File: config.mk
export PLATFORM = sky130hd
export DESIGN_NAME = jtag_spi_bridge
export DESIGN_NICKNAME = d
export VERILOG_FILES = /design/src/rtl/jtag_spi_pkg.sv /design/src/rtl/jtag_sync_edge.sv /design/src/rtl/jtag_spi_bridge.sv
export SDC_FILE = /design/constraint.sdc
export NUM_CORES = 1
export LEC_CHECK = 0
export CAP_MARGIN = 15
export CORE_ASPECT_RATIO = 0.6
export CORE_MARGIN = 1.5
export CORE_UTILIZATION = 60
export DETAILED_ROUTE_END_ITERATION = 6
export PLACE_DENSITY = 0.79
export RECOVER_POWER = 25
export SETUP_SLACK_MARGIN = 0.4
export SYNTH_ARGS = -nofsm -noshare
export SYNTH_HDL_FRONTEND = slang
export SYNTH_HIERARCHICAL = 1
export SYNTH_SLANG_ARGS = --single-unit
File: constraint.sdc
create_clock -name clk -period 3.2 [get_ports clk]
set_input_delay 0.64 -clock clk [delete_from_list [all_inputs] [get_ports clk]]
set_output_delay 0.64 -clock clk [all_outputs]
set_load 0.05 [all_outputs]
File: src/rtl/jtag_spi_pkg.sv
// Shared constants for the JTAG user-chain to SPI bridge: FSM state codes and header layout.
// The header is MSB first: magic, chip-select index, payload bit length.
package jtag_spi_pkg;

    localparam int HDR_MAGIC_W = 16;
    localparam int HDR_CS_W    = 8;

    typedef logic [1:0] state_t;

    localparam state_t IDLE  = 2'd0;
    localparam state_t HUNT  = 2'd1;
    localparam state_t XFER  = 2'd2;
    localparam state_t DRAIN = 2'd3;

    function automatic int hdr_width(input int len_w);
        return HDR_MAGIC_W + HDR_CS_W + len_w;
    endfunction

    function automatic int hdr_magic_lsb(input int len_w);
        return HDR_CS_W + len_w;
    endfunction

    function automatic int hdr_cs_lsb(input int len_w);
        return len_w;
    endfunction

endpackage

File: src/rtl/jtag_sync_edge.sv
// Two-flop synchroniser for one asynchronous BSCAN signal, plus rise/fall strobes
// taken between the synchronised level and a third history flop.
module jtag_sync_edge (
    input  logic clk,
    input  logic reset,
    input  logic din,
    output logic level,
    output logic rise,
    output logic fall
);

    logic [2:0] sync_reg;

    always_ff @(posedge clk or posedge reset) begin
        if (reset) begin
            sync_reg <= '0;
        end else begin
            sync_reg <= {sync_reg[1:0], din};
        end
    end

    assign level = sync_reg[1];
    assign rise  = sync_reg[1] & ~sync_reg[2];
    assign fall  = ~sync_reg[1] & sync_reg[2];

endmodule

File: src/rtl/jtag_spi_bridge.sv
// JTAG user-chain to SPI bridge running entirely on clk; DRCK is oversampled, not used as a clock.
// Optional JTAG_SPI_TIMEOUT_EN aborts a transfer after TIMEOUT idle clk cycles without DRCK edges.
module jtag_spi_bridge
    import jtag_spi_pkg::*;
#(
    parameter int          NUM_CS    = 2,
    parameter int          LEN_W     = 16,
    parameter logic [15:0] MAGIC     = 16'h59A6,
    parameter int          TDO_DELAY = 1,
    parameter int          TIMEOUT   = 4096
) (
    input  logic              clk,
    input  logic              reset,
    input  logic              jtag_drck,
    input  logic              jtag_tdi,
    input  logic              jtag_sel,
    input  logic              jtag_shift,
    input  logic              jtag_capture,
    input  logic              jtag_update,
    input  logic              jtag_reset,
    output logic              jtag_tdo,
    input  logic              spi_miso,
    output logic              spi_mosi,
    output logic              spi_sck,
    output logic [NUM_CS-1:0] spi_cs_n,
    output logic              busy,
    output logic              err_cs
);

    localparam int HDR_W     = hdr_width(LEN_W);
    localparam int MAGIC_LSB = hdr_magic_lsb(LEN_W);
    localparam int CS_LSB    = hdr_cs_lsb(LEN_W);
    localparam int N_SYNC    = 7;
    localparam logic [HDR_CS_W-1:0] NUM_CS_B = HDR_CS_W'(NUM_CS);

    logic [N_SYNC-1:0] pin_vec, lvl_vec, rise_vec, fall_vec;

    assign pin_vec = {jtag_reset, jtag_update, jtag_capture, jtag_shift,
                      jtag_sel, jtag_tdi, jtag_drck};

    for (genvar gi = 0; gi < N_SYNC; gi++) begin : g_sync
        jtag_sync_edge u_sync (
            .clk   (clk),
            .reset (reset),
            .din   (pin_vec[gi]),
            .level (lvl_vec[gi]),
            .rise  (rise_vec[gi]),
            .fall  (fall_vec[gi])
        );
    end

    // Only DRCK needs edge strobes; the other signals are consumed as levels.
    logic unused_sync;
    assign unused_sync = ^{rise_vec[N_SYNC-1:1], fall_vec[N_SYNC-1:1], lvl_vec[0]};

    logic drck_rise, drck_fall, tdi_s, sel_s, shift_s, abort;
    assign drck_rise = rise_vec[0];
    assign drck_fall = fall_vec[0];
    assign tdi_s     = lvl_vec[1];
    assign sel_s     = lvl_vec[2];
    assign shift_s   = lvl_vec[3];
    assign abort     = lvl_vec[4] | lvl_vec[5] | lvl_vec[6] | ~sel_s;

    state_t               state_reg;
    logic [HDR_W-1:0]     hdr_reg;
    logic [LEN_W-1:0]     len_reg;
    logic [NUM_CS-1:0]    cs_n_reg;
    logic [TDO_DELAY-1:0] tdo_reg;
    logic                 sck_reg, sck_pend_reg, mosi_reg, err_cs_reg;

    logic [HDR_W-1:0]     hdr_next;
    logic [HDR_CS_W-1:0]  hdr_cs;
    logic [LEN_W-1:0]     hdr_len, len_next;
    logic [NUM_CS-1:0]    cs_onehot;
    logic [TDO_DELAY:0]   tdo_ext;
    logic                 hdr_match;

    assign hdr_next  = {hdr_reg[HDR_W-2:0], tdi_s};
    assign hdr_match = (hdr_next[MAGIC_LSB +: HDR_MAGIC_W] == MAGIC);
    assign hdr_cs    = hdr_next[CS_LSB +: HDR_CS_W];
    assign hdr_len   = hdr_next[LEN_W-1:0];
    assign len_next  = (len_reg == '0) ? '0 : len_reg - LEN_W'(1);
    assign tdo_ext   = {tdo_reg, spi_miso};

    for (genvar gi = 0; gi < NUM_CS; gi++) begin : g_cs
        assign cs_onehot[gi] = (hdr_cs == HDR_CS_W'(gi));
    end

`ifdef JTAG_SPI_TIMEOUT_EN
    localparam int TO_W = $clog2(TIMEOUT + 1);
    logic [TO_W-1:0] to_cnt_reg;
`else
    localparam int unused_timeout = TIMEOUT;
`endif

    always_ff @(posedge clk or posedge reset) begin
        if (reset) begin
            state_reg    <= IDLE;
            hdr_reg      <= '0;
            len_reg      <= '0;
            cs_n_reg     <= '1;
            tdo_reg      <= '0;
            sck_reg      <= 1'b0;
            sck_pend_reg <= 1'b0;
            mosi_reg     <= 1'b0;
            err_cs_reg   <= 1'b0;
`ifdef JTAG_SPI_TIMEOUT_EN
            to_cnt_reg   <= '0;
`endif
        end else if (abort) begin
            state_reg    <= IDLE;
            hdr_reg      <= '0;
            cs_n_reg     <= '1;
            tdo_reg      <= '0;
            sck_reg      <= 1'b0;
            sck_pend_reg <= 1'b0;
            mosi_reg     <= 1'b0;
`ifdef JTAG_SPI_TIMEOUT_EN
            to_cnt_reg   <= '0;
`endif
        end else begin
`ifdef JTAG_SPI_TIMEOUT_EN
            if (state_reg != XFER) to_cnt_reg <= '0;
`endif
            case (state_reg)
                IDLE: if (shift_s) state_reg <= HUNT;
                HUNT: begin
                    if (drck_rise && shift_s) begin
                        hdr_reg <= hdr_next;
                        if (hdr_match) begin
                            if (hdr_cs >= NUM_CS_B) begin
                                err_cs_reg <= 1'b1;
                                state_reg  <= DRAIN;
                            end else if (hdr_len == '0) begin
                                state_reg  <= DRAIN;
                            end else begin
                                len_reg    <= hdr_len;
                                cs_n_reg   <= ~cs_onehot;
                                state_reg  <= XFER;
                            end
                        end
                    end
                end
                XFER: begin
                    // MOSI is set up one clk before SCK rises so the slave sees a settled bit.
                    if (drck_rise && shift_s) begin
                        mosi_reg     <= tdi_s;
                        sck_pend_reg <= 1'b1;
                    end else if (sck_pend_reg) begin
                        sck_reg      <= 1'b1;
                        sck_pend_reg <= 1'b0;
                    end else if (drck_fall && sck_reg) begin
                        sck_reg <= 1'b0;
                        tdo_reg <= tdo_ext[TDO_DELAY-1:0];
                        len_reg <= len_next;
                        if (len_next == '0) begin
                            cs_n_reg  <= '1;
                            state_reg <= DRAIN;
                        end
                    end
`ifdef JTAG_SPI_TIMEOUT_EN
                    if (drck_rise || drck_fall) begin
                        to_cnt_reg <= '0;
                    end else if (to_cnt_reg == TO_W'(TIMEOUT - 1)) begin
                        cs_n_reg     <= '1;
                        sck_reg      <= 1'b0;
                        sck_pend_reg <= 1'b0;
                        state_reg    <= DRAIN;
                        to_cnt_reg   <= '0;
                    end else begin
                        to_cnt_reg <= to_cnt_reg + TO_W'(1);
                    end
`endif
                end
                DRAIN: begin
                    sck_reg      <= 1'b0;
                    sck_pend_reg <= 1'b0;
                    cs_n_reg     <= '1;
                    mosi_reg     <= 1'b0;
                end
                default: state_reg <= IDLE;
            endcase
        end
    end

    assign jtag_tdo = tdo_reg[TDO_DELAY-1];
    assign spi_mosi = mosi_reg;
    assign spi_sck  = sck_reg;
    assign spi_cs_n = cs_n_reg;
    assign busy     = (state_reg == XFER);
    assign err_cs   = err_cs_reg;

endmodule
# After elaboration in Yosys (flattened, before gate mapping)
# Index checks and enable logic that the tools add are counted.
# word_totals
in_bits	10
out_inout_bits	7
ff_bits	79
# op_classes
mux	45
n_bitwise	10
addsub	1
n_eq_ne	25
reduce_logical	23
order_cmp	1
# op_table
cell	n
16-bit two-way mux	8
39-bit two-way mux	3
16-bit zero test	3
16-bit one-hot mux with 2 select lines	1
2-bit two-way mux	13
3-bit inequality test, second input constant	6
9-bit AND reduction	2
16-bit by 15-bit equality test with 1-bit output, second input constant	1
2-bit inequality test, second input constant	8
16-bit by 1-bit subtractor with 16-bit output, second input constant	1
1-bit two-way mux	15
2-bit one-hot mux with 3 select lines	2
2-bit nonzero test	5
3-bit by 1-bit inequality test with 1-bit output, second input constant	3
8-bit by 1-bit equality test with 1-bit output, second input constant	1
8-bit by 2-bit >= comparator with 1-bit output, second input constant	1
8-bit zero test	1
8-bit AND reduction	1
4-bit nonzero test	2
1-bit one-hot mux with 2 select lines	3
5-bit AND reduction	1
2-bit equality test, second input constant	2
4-bit by 1-bit inequality test with 1-bit output, second input constant	1
1-bit inverter	4
12 further kinds	17

# Longest topological paths before layout
# logic_depth
word_depth	9
mapped_depth	10
mapped_depth_nobuf	9

# Modules after synthesis
# Netlist, hierarchy kept.
# by_module_without_submodules
mod	instances	cells_each	area_each_um2
jtag_spi_bridge	1	336	3382.0
jtag_sync_edge	7	6	93.8

# Worst setup path after synthesis
# No wires, ideal clock.
# synth_path
path_type	reg-to-reg
from	reg len_reg[0]
to	reg state_reg[0]
t_arrival_ns	2.274
slack_ns	0.807
period_less_slack_ns	2.393
path_stages_with_launch	10
t_required_ns	3.080
setup_time_ns	0.120
n_path_buf	0
path_cell_list	dfrtp_1 -> inv_1 -> ha_1 -> nor4b_1 -> or4b_1 -> mux2i_1 -> nand4bb_2 -> nand3_1 -> o311ai_0 -> a31o_1
# synth_between
elab_chain_len	5
# synth_rtl
item	line_no	rtl
start: declaration	jtag_spi_bridge.sv:66	logic [LEN_W-1:0] len_reg;
start signal: assignment	jtag_spi_bridge.sv:137	len_reg <= hdr_len;
start signal: assignment	jtag_spi_bridge.sv:155	len_reg <= len_next;
16-bit by 1-bit subtractor with 16-bit output / 16-bit zero test (equally long branches)	jtag_spi_bridge.sv:82	assign len_next = (len_reg == '0) ? '0 : len_reg - LEN_W'(1);
16-bit two-way mux *	jtag_spi_bridge.sv:82	
16-bit zero test *	jtag_spi_bridge.sv:156	if (len_next == '0) begin
3-bit by 1-bit inequality test with 1-bit output (no source line) *	-	
8-bit AND reduction (no source line) *	-	
end signal: assignment	jtag_spi_bridge.sv:98	state_reg <= IDLE;
end signal: assignment	jtag_spi_bridge.sv:158	state_reg <= DRAIN;
end signal: assignment	jtag_spi_bridge.sv:181	default: state_reg <= IDLE;
end: declaration	jtag_spi_bridge.sv:64	state_t state_reg;
# Mark *: on every way between the ends. The rest lies on a longest branch, timed or not.
# A chain may end at the register's enable or synchronous reset.

# Final worst setup path
# layout_path
from	reg len_reg[2]
to	reg state_reg[0]
# The elaborated chain is that of the path after synthesis.

==> results.toml <==
[run_status]
status = "finished, final reports clean"

[global_route]
grt_util_met2_pct = 34.25
overflow = 0
antenna_found_initial = 0
grt_pass1_vias = 2721
grtUsageMet3_pct = 9.356
grt_util_met1_pct = 43.34
grt_max_degree = 39
grt_pass1_wl_mm = 14.08
busiest_layer = "met1"
track_usage_pct = 27.74

[critical_path]
critPathArrivalTime_ps = 2820
r2r_slack_ps = 640
worstReg2RegStart = "len_reg[2]"
r2r_end = "state_reg[0]"
worstSetupPathType = "flop to flop"
path_cells = "nor3_2 > nand3_1 > xnor2_1 > o311ai_0 > o31ai_2 > o311ai_0 > a31o_1"
end_kind = "flop"
crit_fanout = 8
crit_cells = 7
cp-start-kind = "flop"
startpoint = "len_reg[2]"
cpPeakStageDelay_ps = 530
cp_common_cell = "o311ai_0"
required_ps = 3460
crit_buf_inv = 0
cp_slowest_cell = "nor3_2"
ff2ff_path_depth = 7
critical-path-top-delay-family = "compound AO/OA/AOI/OAI gates"

[finish]
final_common_cell = "dfrtp_1"
final_area_um2 = 4263
final_cells = 466
fin_nets = 392
largest_reg_flops = 39
drive_gt1_share_pct = 12.04
n_antenna_cell = 0
synthToLayoutAreaGrowth_pct = 12.22
final_cell_mix = "77 x dfrtp_1, 39 x a22o_1, 22 x nor2_1, 21 x inv_1, 18 x nand2_1"

[drt]
drt_iter0_markers = 326
drc = 0
antenna_left = 0
routed_via_density = 6.470
wl_per_cell_um = 18.78
totalWireLength_mm = 8.753
dr.pass1.iters = 6
vias = 3015

[clock_network]
cts_hold_buf = 0
h-tree-depth = 3
clk_path_buf_depth = 2
cts_tree = "done"
cts_sinks = 79
cts_root_buffer = "clkbuf_8"
clk_pin_slew_ps = 90
clk_latency_ps = 370
cts_buffers = 9

[floorplan]
die_h_um = 64.64
num_rows = 22
ioPinCount = 17
die_area_um2 = 6833
core_area_um2 = 6111
initial_core_util_pct = 62.16
die_w_um = 105.7

[sta]
final_max_slew_viol_count = 0
max_slew_margin_pct = 29.58
tightest_slew_ps = 1055
period_share_pct = 80.00
hold_viol_final = 0
final.setup_skew_ps = 14.59
finalSetupViolCount = 0
timing.fmax_mhz = 390.6
rsz0062_at_grt = "false"
fin_crit_ps = 2560
fin_hold_ws_ps = 353.4
finalWorstSetupSlack_ps = 640.1
finalSetupTns_ps = 0

[worst_hold_path]
hold_path.class = "flop to flop"
hp-start = "g_sync[2].u_sync/sync_reg[0]"
worstHoldPathCells = 0
hold_end = "g_sync[2].u_sync/sync_reg[1]"

[synthesis]
synth_area_um2 = 3799
syn_nets = 375
ys_warn_count = 6
avgSynthCellArea_um2 = 10.55
synth_cells = 360

[placement]
numPlacedInstances = 450
dp_slack_ps = 658.7
dp_hpwl_mm = 6.104
portBuffers = 16
place_congestion = 0.9294
dpl-instance-area_um2 = 4076

[power]
pwr_density_cell_nw_per_um2 = 424.6
cellLeakagePower_nw = 1.834
vdd_drop_max_mv = 0.3413

[job]
maxCapViolCount = 0
## per-layer routing
metal / vias up / part of all wire [%]
met4: 0 / 1.6
met5: - / 0
met1: 1450 / 49
met3: 16 / 10
li1: 1389 / -
met2: 160 / 40
## area by class of cell
type	count	area, um^2
Multi-Input combinational cell	238	1660
Inverter	22	82.58
Timing Repair Buffer	27	254.0
Tap cell	84	105.1
Fill cell	476	1848
Clock inverter	5	40.04
Sequential cell	79	1979
Clock buffer	11	141.4
## timing repair
| item | CTS | global route |
|---|---|---|
| resized for setup | 1 | 1 |
| setup endpoints to repair | 1 | 3 |
| buffers inserted | 0 | 0 |
## power breakdown
| part | leakage, nW | total, mW | internal (mW) | switching (mW) |
|---|---|---|---|---|
| clock network | 0.0826 | 0.694 | 0.308 | 0.386 |
| registers | 1.06 | 1.02 | 1.01 | 0.00667 |
| logic | 0.690 | 0.100 | 0.0352 | 0.0650 |
## how the worst max path moves through the flow
stage,end
6_report,state_reg[0]
5_1_grt,state_reg[1]
4_1_cts,state_reg[0]
3_5_place_dp,state_reg[0]
3_3_place_gp,state_reg[1]
2_1_floorplan,state_reg[0]
## per-stage QoR
| stage | power, mW | util (%) |
|---|---|---|
| after floorplan | 1.097 | - |
| after global placement | 1.133 | 66.71 |
| after detailed placement | 1.136 | 66.71 |
| after CTS | 1.826 | 69.66 |
| after global routing | 1.882 | 69.76 |
| final | 1.810 | 69.76 |
Power figures use the tool's default switching activity.
